`src/rtl/kf_spi_pkg.sv`:
```
// Shared types and helpers for the SPI-side sequencer feeding the Kalman-filter core.
package kf_spi_pkg;

    typedef enum logic [3:0] {
        ST_IDLE      = 4'd0,
        ST_CFG_SHIFT = 4'd1,
        ST_CFG_STORE = 4'd2,
        ST_OUT_LOAD  = 4'd3,
        ST_OUT_SHIFT = 4'd4,
        ST_DONE      = 4'd5,
        ST_ABORT     = 4'd6
    } kf_spi_state_t;

    // Address widths never collapse to zero bits, even for a single word.
    function automatic int clog2_min1(input int n);
        return (n > 1) ? $clog2(n) : 1;
    endfunction

endpackage

```
`src/rtl/kf_edge_counter.sv`:
```
// Counts SCLK edge strobes within one word; flags the strobe that completes DATA_W edges.
module kf_edge_counter #(
    parameter int DATA_W = 16
) (
    input  logic clk,
    input  logic n_rst,
    input  logic clr,
    input  logic strobe,
    output logic rollover
);

    localparam int CNT_W = $clog2(DATA_W + 1);
    localparam logic [CNT_W-1:0] LAST_CNT = CNT_W'(DATA_W - 1);

    logic [CNT_W-1:0] count_reg;

    always_ff @(posedge clk or negedge n_rst) begin
        if (!n_rst) begin
            count_reg <= '0;
        end else if (clr) begin
            count_reg <= '0;
        end else if (strobe) begin
            count_reg <= count_reg + CNT_W'(1);
        end
    end

    // High on the edge that brings the count to DATA_W.
    assign rollover = strobe && !clr && (count_reg == LAST_CNT);

endmodule

```
`src/rtl/kf_spi_sequencer.sv`:
```
// Frames the configuration burst into the register map and paces result words to the
// output PTS register, with abort on slave-select loss and a reconfiguration request.
module kf_spi_sequencer
    import kf_spi_pkg::*;
#(
    parameter int  DATA_W  = 16,
    parameter int  NUM_CFG = 5,
    parameter int  NUM_OUT = 3,
    localparam int CFG_AW  = clog2_min1(NUM_CFG),
    localparam int OUT_AW  = clog2_min1(NUM_OUT)
) (
    input  logic              clk,
    input  logic              n_rst,
    input  logic              sclk_rise,
    input  logic              sclk_fall,
    input  logic              ss_active,
    input  logic              mosi,
    input  logic              write_enable,
    input  logic              reconfig_req,
    output logic [DATA_W-1:0] cfg_word,
    output logic [CFG_AW-1:0] cfg_addr,
    output logic              cfg_wr,
    output logic              configured,
    output logic              out_load,
    output logic [OUT_AW-1:0] out_idx,
    output logic              output_ready,
    output logic              done,
    output logic              err_abort
);

    localparam int IDX_W = (CFG_AW > OUT_AW) ? CFG_AW : OUT_AW;
    localparam logic [IDX_W-1:0] CFG_LAST = IDX_W'(NUM_CFG - 1);
    localparam logic [IDX_W-1:0] OUT_LAST = IDX_W'(NUM_OUT - 1);

    kf_spi_state_t     state_reg;
    logic [DATA_W-1:0] shreg_reg;
    logic [IDX_W-1:0]  word_idx_reg;
    logic              edge_strobe;
    logic              cnt_clr;
    logic              rollover;

    // Only the edge polarity relevant to the current direction reaches the counter.
    assign edge_strobe = ((state_reg == ST_CFG_SHIFT) && sclk_rise) ||
                         ((state_reg == ST_OUT_SHIFT) && sclk_fall);
    assign cnt_clr     = !((state_reg == ST_CFG_SHIFT) || (state_reg == ST_OUT_SHIFT));

    kf_edge_counter #(
        .DATA_W (DATA_W)
    ) u_edge_counter (
        .clk      (clk),
        .n_rst    (n_rst),
        .clr      (cnt_clr),
        .strobe   (edge_strobe),
        .rollover (rollover)
    );

    // shreg holds steady for the whole store cycle, so the word is qualified by cfg_wr.
    assign cfg_word = cfg_wr ? shreg_reg : '0;

    always_ff @(posedge clk or negedge n_rst) begin
        if (!n_rst) begin
            state_reg    <= ST_IDLE;
            shreg_reg    <= '0;
            word_idx_reg <= '0;
            configured   <= 1'b0;
            cfg_addr     <= '0;
            cfg_wr       <= 1'b0;
            out_load     <= 1'b0;
            out_idx      <= '0;
            output_ready <= 1'b0;
            done         <= 1'b0;
            err_abort    <= 1'b0;
        end else begin
            cfg_wr       <= 1'b0;
            cfg_addr     <= '0;
            out_load     <= 1'b0;
            out_idx      <= '0;
            output_ready <= 1'b0;
            done         <= 1'b0;
            err_abort    <= 1'b0;

            if (!ss_active && (state_reg inside {ST_CFG_SHIFT, ST_CFG_STORE,
                                                 ST_OUT_LOAD, ST_OUT_SHIFT})) begin
                state_reg <= ST_ABORT;
                err_abort <= 1'b1;
            end else begin
                case (state_reg)
                    ST_IDLE: begin
                        if (reconfig_req) begin
                            configured <= 1'b0;
                        end else if (ss_active && sclk_rise && mosi && !configured) begin
                            state_reg <= ST_CFG_SHIFT;
                        end else if (ss_active && write_enable && configured) begin
                            state_reg <= ST_OUT_LOAD;
                            out_load  <= 1'b1;
                            out_idx   <= OUT_AW'(word_idx_reg);
                        end
                    end
                    ST_CFG_SHIFT: begin
                        if (sclk_rise) begin
                            shreg_reg <= {shreg_reg[DATA_W-2:0], mosi};
                        end
                        if (rollover) begin
                            state_reg <= ST_CFG_STORE;
                            cfg_wr    <= 1'b1;
                            cfg_addr  <= CFG_AW'(word_idx_reg);
                        end
                    end
                    ST_CFG_STORE: begin
                        if (word_idx_reg == CFG_LAST) begin
                            configured   <= 1'b1;
                            word_idx_reg <= '0;
                            state_reg    <= ST_IDLE;
                        end else begin
                            word_idx_reg <= word_idx_reg + IDX_W'(1);
                            state_reg    <= ST_CFG_SHIFT;
                        end
                    end
                    ST_OUT_LOAD: begin
                        state_reg    <= ST_OUT_SHIFT;
                        output_ready <= 1'b1;
                    end
                    ST_OUT_SHIFT: begin
                        if (!rollover) begin
                            output_ready <= 1'b1;
                        end else if (word_idx_reg == OUT_LAST) begin
                            state_reg <= ST_DONE;
                            done      <= 1'b1;
                        end else begin
                            word_idx_reg <= word_idx_reg + IDX_W'(1);
                            state_reg    <= ST_OUT_LOAD;
                            out_load     <= 1'b1;
                            out_idx      <= OUT_AW'(word_idx_reg + IDX_W'(1));
                        end
                    end
                    ST_DONE: begin
                        word_idx_reg <= '0;
                        state_reg    <= ST_IDLE;
                    end
                    ST_ABORT: begin
                        word_idx_reg <= '0;
                        shreg_reg    <= '0;
                        state_reg    <= ST_IDLE;
                    end
                    default: state_reg <= ST_IDLE;
                endcase
            end
        end
    end

endmodule
```
`config.mk`:
```
export PLATFORM = sky130hd
export DESIGN_NAME = kf_spi_sequencer
export DESIGN_NICKNAME = d
export VERILOG_FILES = /design/src/rtl/kf_spi_pkg.sv /design/src/rtl/kf_edge_counter.sv /design/src/rtl/kf_spi_sequencer.sv
export SDC_FILE = /design/constraint.sdc
export NUM_CORES = 1
export LEC_CHECK = 0
export CELL_PAD_IN_SITES_DETAIL_PLACEMENT = 1
export CELL_PAD_IN_SITES_GLOBAL_PLACEMENT = 2
export CORE_ASPECT_RATIO = 1.75
export CORE_MARGIN = 2
export CORE_UTILIZATION = 33
export DETAILED_ROUTE_END_ITERATION = 6
export PLACE_DENSITY = 0.9
export SYNTH_ARGS = -nofsm -noshare
export SYNTH_HDL_FRONTEND = slang
export SYNTH_HIERARCHICAL = 1
export SYNTH_SLANG_ARGS = --single-unit
```
`constraint.sdc`:
```
create_clock -name clk -period 2.7 [get_ports clk]
set_clock_uncertainty 0.2 [all_clocks]
set_input_delay 0.675 -clock clk [delete_from_list [all_inputs] [get_ports clk]]
set_output_delay 0.675 -clock clk [all_outputs]
set_load 0.005 [all_outputs]
```
Word-level counts from Yosys, hierarchy flattened

Index checks and enable logic that the tools add are counted.

Output and inout bits: 27
Register bits after elaboration: 39

$add $sub $neg: 2
Bitwise logic cells: 1
Eq/ne operators: 19
Muxes and demuxes: 49
Reduce and logical (&&, ||, !) cells: 24

Operators by type and width:

| kind                | count |
|---|---|
| $mux 16             | 2 |
| $pmux 16 s2         | 1 |
| $mux 4              | 6 |
| $mux 3              | 7 |
| $pmux 4 s5          | 1 |
| $mux 1              | 19 |
| $eq 4x3->1 const B  | 3 |
| $mux 2              | 6 |
| $reduce_and 4->1    | 3 |
| $logic_and 1x1->1   | 10 |
| $mux 5              | 2 |
| $pmux 3 s3          | 1 |
| $eq 4x2->1 const B  | 2 |
| $ne 2x2->1 const B  | 4 |
| $ne 3x2->1 const B  | 2 |
| $pmux 1 s2          | 3 |
| $add 5x1->5 const B | 1 |
| $eq 5x4->1 const B  | 1 |
| $eq 4x1->1 const B  | 1 |
| $logic_not 4->1     | 1 |
| $ne 2x1->1 const B  | 2 |
| $ne 4x4->1 const B  | 1 |
| $pmux 2 s2          | 1 |
| $reduce_bool 2->1   | 2 |
| 11 further kinds    | 13 |

Logic depth before layout (Yosys ltp)

Word-level depth: 8
Mapped depth: 12
Gate-level depth less buffers: 10

By module

Netlist, hierarchy kept.

By module, submodules not included:

| module           | instances | seq. area each (um2) | cells an instance | area an instance (um2) |
|---|---|---|---|---|
| kf_spi_sequencer | 1         | 825.8                | 190               | 1838.0 |
| kf_edge_counter  | 1         | 125.1                | 25                | 285.3 |

Least setup slack after synthesis

Ideal clock, no wire load.

Path type: register to register
Start point: reg state_reg[2]
End point: reg state_reg[1]
Cell stages (with the launch flop): 13
Required time: 2.399 ns
Slack: 0.414 ns
Buffers on the path: 3
Period minus slack after synthesis: 2.286 ns
Library setup time: 0.101 ns
Arrival: 1.985 ns
Cell sequence: dfrtp_1 > buf_2 > buf_4 > nor2_1 > a22oi_1 > nor2_1 > buf_6 > nand2_1 > nor2_1 > nor2b_1 > a211oi_2 > o22ai_1 > o32ai_1

Word-level cells in the longest chain between the ends: 7
Elaborated cells on any way between the ends: 20
Classes of those cells: eq/ne: 8; mux: 2; reduce/logical: 10

RTL lines:

| element                                         | RTL line                                       | source |
|---|---|---|
| start, declared                                 | kf_spi_sequencer.sv:35                         | `kf_spi_state_t state_reg;` |
| start signal, assigned                          | kf_spi_sequencer.sv:62                         | `state_reg <= ST_IDLE;` |
| start signal, assigned                          | kf_spi_sequencer.sv:84                         | `state_reg <= ST_ABORT;` |
| start signal, assigned                          | kf_spi_sequencer.sv:92                         | `state_reg <= ST_CFG_SHIFT;` |
| $eq 4x1->1 / $eq 4x3->1 (equally long branches) | kf_spi_sequencer.sv:43, kf_spi_sequencer.sv:44 |  |
| $logic_and 1x1->1, on equally long branches     | kf_spi_sequencer.sv:43, kf_spi_sequencer.sv:44 |  |
| $logic_or 1x1->1 (*)                            | kf_spi_sequencer.sv:43                         | `assign edge_strobe = ((state_reg == ST_CFG_SHIFT) && sclk_rise) \|\|` |
| via edge_strobe                                 | kf_spi_sequencer.sv:38                         | `logic edge_strobe;` |
| $logic_and 1x1->1 (*) (2 in a row)              | kf_edge_counter.sv:28                          | `assign rollover = strobe && !clr && (count_reg == LAST_CNT);` |
| via rollover                                    | kf_spi_sequencer.sv:40                         | `logic rollover;` |
| $ne 3x2->1 (no line)                            | n/a                                            |  |
| $reduce_and 4->1 (no line) (*)                  | n/a                                            |  |

Mark *: on every way through the listed nets, which the timed path passes. The rest lies on a longest branch.
A chain may end at the register's enable or synchronous reset.

Worst setup path in the final report

Start point: in sclk_rise
End point: reg state_reg[1]

Elaborated cells on any way between the ends: 15
Classes of those cells: eq/ne: 3; mux: 4; reduce/logical: 8

RTL lines:

| element                            | RTL line               | source |
|---|---|---|
| start, declared                    | kf_spi_sequencer.sv:14 | `input logic sclk_rise,` |
| $logic_and 1x1->1 (*)              | kf_spi_sequencer.sv:43 |  |
| $logic_or 1x1->1 (*)               | kf_spi_sequencer.sv:43 |  |
| via edge_strobe                    | kf_spi_sequencer.sv:38 |  |
| $logic_and 1x1->1 (*) (2 in a row) | kf_edge_counter.sv:28  |  |
| via rollover                       | kf_spi_sequencer.sv:40 |  |
| $ne 3x2->1 (no line)               | n/a                    |  |
| $reduce_and 4->1 (no line) (*)     | n/a                    |  |

Mark *: on every way through the listed nets, which the timed path passes. The rest lies on a longest branch. The select of a mux whose other input is x is not followed.

==> parameters.txt <==
Parameter                              Value

Global route
  Maximum number of pins on one net before global-route repair    39
  Final global-route overflow total    0
  Number of global-route vias before repair    1808
  Met2 routing resource usage after global routing    0.298
  All-layer global routing usage    0.153
  Antenna violations before repair    0
  Met1 capacity usage during global routing    0.159
  First-pass GRT wire length    8490 um
  Global-route track usage on met3    0.0173
  Highest-utilization routing layer at the global route stage    met2

Clock tree
  Number of buffers created by CTS    5
  Clock latency on the worst-skew pair    0.29 ns
  CTS hold repair buffers    0
  Number of buffers on the longest clock path    2
  Post-CTS Resized    0
  Root buffer selected by CTS    sky130_fd_sc_hd__clkbuf_8
  Clock sink total    38
  TritonCTS clock tree    done
  Buffers inserted during post-CTS setup optimization    0
  H-Tree Depth    2
  CTS clk-pin slew, worst paths    approximately 0.070 ns

STA
  Slew at the pin with the worst max-slew slack    0.848 ns
  Total setup violations reported at the end of the flow    0
  Worst slew margin relative to its limit    0.435
  Final count of pins violating max slew    0
  Fin. Hold Viols    0
  Period minus WS final    2.46 ns
  Crit share post-route    0.909
  Unrepaired setup endpoints after global routing    false
  Maximum clock frequency    407 MHz
  Worst path setup slack after routing    approximately 0.24 ns

Worst setup path
  Category of the worst setup path capture point    flip-flop
  Launching element type of the critical path    primary input
  Depth of the most critical reg-to-reg path    9
  Critical path data required time    ~2.7 ns
  Source of the worst register-to-register timing path    state_reg[0]$_DFFE_PN0P_
  Endpoint arrival time on the critical path    around 2.4 ns
  CP startpoint    sclk_rise
  Critical R2R Capture    state_reg[1]$_DFFE_PN0P_
  R2r setup slk    0.36 ns
  Type of the setup path with the least slack    in2reg
  Maximum fanout along the worst path    3

Floorplanning
  Width of the chip    64.6 um
  Row count    38
  Core Area    0.00623 sq mm
  I/O pins    35
  Starting Density    0.341
  Die ar.    0.00712 sq mm
  Height of the die    between 100 and 150 um

Cells and area
  Fin nets    266
  Fraction of final layout cells sized beyond drive strength 1    0.161
  N_diodes    0
  Post-synthesis to final-layout area growth    24.1%
  Fill cell total of the finished layout    around 730
  Flip-flop count of the largest register, all copies and words added    16

Routing
  Routed via count    1664
  Via density per instance    between 4 and 5
  DRC violations left    0
  DRT Wirelength    4910 um
  Count of TritonRoute iterations in the first routing pass    5
  Drt first-iter violations    67
  Wirelength per Cell    14.7 um
  Remaining antenna violation count    0

Power
  Power per unit of standard cell area    926 mW/mm^2
  Sequential Power Share    0.358
  Post-route total power    ~2.4 mW
  Leakage power summed over all cells    1.15 nW
  Combinational fraction of design power    0.448
  Switching Power    0.983 mW
  Clk pwr share    0.194
  Worst-case vdd ir drop    ~0.40 mV
  Switch share    0.403
  Internal cell power    ~1.5 mW

Logic synthesis
  Top cells by area, synth    sky130_fd_sc_hd__dfrtp_1 45%, sky130_fd_sc_hd__nand2_1 6.5%, sky130_fd_sc_hd__and2_1 6.2%
  Flops & latches, synth    38
  Gate count after technology mapping    215
  Post-synthesis cell area    ~0.0021 sq mm
  Most frequently used cell type in the post-synthesis netlist    sky130_fd_sc_hd__dfrtp_1
  Top cell type's share of synthesized area    0.448
  Cell variety after synth    51
  Average footprint of a synthesized cell    9.88 sq um
  List of most frequent post-synthesis cells    38 x sky130_fd_sc_hd__dfrtp_1, 37 x sky130_fd_sc_hd__nand2_1, 21 x sky130_fd_sc_hd__and2_1
  Sequential fraction of the synthesis area    0.448
  Prevailing post-synth register cell    sky130_fd_sc_hd__dfrtp_1
  Count of flip-flops with a built-in enable after synthesis    0
  Number of warning messages in the yosys log    6
  Synth area leader    sky130_fd_sc_hd__dfrtp_1
  Async set or reset register ratio after synthesis    1.00
  Post-Synthesis Net Count    228

Place
  Final weighted congestion in routability-driven placement    0.857
  Quantity of I/O buffers inserted on ports    34
  Post-DP HPWL    roughly 3700 um
  Placement-stage worst setup slack    -0.0591 ns

Run
  Maximum capacitance violations    0

Worst hold path
  Hold wc startpoint    shreg_reg[15]$_DFFE_PN0P_
  Worst hold-check path type    reg2reg
  Worst Hold Path Cells    2
  Hold Crit Endpoint    shreg_reg[15]$_DFFE_PN0P_

Run status
  Run status    complete, no violations
==> power groups by stage <==
stage / clock network [mW] / logic (mW) / registers [mW]
2_1_floorplan: 0 / 0.895 / 0.831
3_3_place_gp: 0 / 1.06 / 0.882
3_5_place_dp: 0 / 1.10 / 0.886
4_1_cts: 0.489 / 1.10 / 0.877
5_1_grt: 0.505 / 1.22 / 0.900
6_report: 0.474 / 1.09 / 0.873
==> placed cells by master (no fill, tap or decap), types with 3 or more instances in the layout <==
cell,instances
sky130_fd_sc_hd__nor2_1,13
sky130_fd_sc_hd__nand2b_1,3
sky130_fd_sc_hd__inv_1,7
sky130_fd_sc_hd__a22o_1,3
sky130_fd_sc_hd__dfrtp_1,38
sky130_fd_sc_hd__ha_1,5
sky130_fd_sc_hd__o21ai_2,14
sky130_fd_sc_hd__clkbuf_8,5
sky130_fd_sc_hd__nand2_1,37
sky130_fd_sc_hd__nor3_1,3
sky130_fd_sc_hd__buf_4,10
sky130_fd_sc_hd__a21oi_1,6
sky130_fd_sc_hd__and2_1,21
sky130_fd_sc_hd__nor2b_1,5
sky130_fd_sc_hd__clkdlybuf4s50_1,33
==> area by class of cell <==
type                       instances  area, sq um  share of cell area
timing repair buffer              44          410               0.156
clock inverter                     1         30.0              0.0114
tap                               80          100              0.0380
clock buffer                       7         76.3              0.0290
multi-input combinational        156         1040               0.394
sequential                        38          951               0.361
inverter                           8         30.0              0.0114
==> through the flow <==
step	instance area (sq um)	instances	setup TNS (ns)	util	hold slack, ns
final	2640	334	0	0.423	0.275
after global routing	2640	334	0	0.423	0.320
after CTS	2640	334	0	0.423	0.282
after detailed placement	2530	326	-0.0591	0.406	0.264
after global placement	2530	326	0	0.406	0.254
after floorplan	2120	215	0	-	0.179
==> critical path, stage by stage <==
cell and delay [ns]:
sky130_fd_sc_hd__clkdlybuf4s50_1 0.51, sky130_fd_sc_hd__a22oi_1 0.08, sky130_fd_sc_hd__nor2_1 0.13, sky130_fd_sc_hd__nand2_1 0.07
sky130_fd_sc_hd__nor2_1 0.22, sky130_fd_sc_hd__nor2b_1 0.12, sky130_fd_sc_hd__a211oi_2 0.25, sky130_fd_sc_hd__o22ai_1 0.12
sky130_fd_sc_hd__o32ai_1 0.25
==> how the worst max path moves through the flow <==
stage / endpoint / slack [ns] / depth (start not counted)
2_1_floorplan: state_reg[1]$_DFFE_PN0P_ / 0.41 / 12
3_3_place_gp: state_reg[1]$_DFFE_PN0P_ / 0.07 / 9
3_5_place_dp: state_reg[1]$_DFFE_PN0P_ / -0.06 / 9
4_1_cts: cfg_word[0] / 0.22 / 2
5_1_grt: cfg_word[0] / 0.14 / 2
6_report: state_reg[1]$_DFFE_PN0P_ / 0.24 / 9
==> layer usage <==
metal / up-vias / part of all wire
met3: 13 / 0.023
met1: 809 / 0.40
li1: 802 / -
met2: 40 / 0.55
met4: 0 / 0.030
met5: - / 0
==> kinds of logic after synthesis <==
kind of cell | synth area share
mux | 0.0218
simple gates | 0.260
fa+ha+maj | 0.0342
compound gates | 0.164
flops | 0.448
xor+xnor | 0.00825
buf+inv | 0.0636
Note: power is estimated with default switching activity, not from simulation.
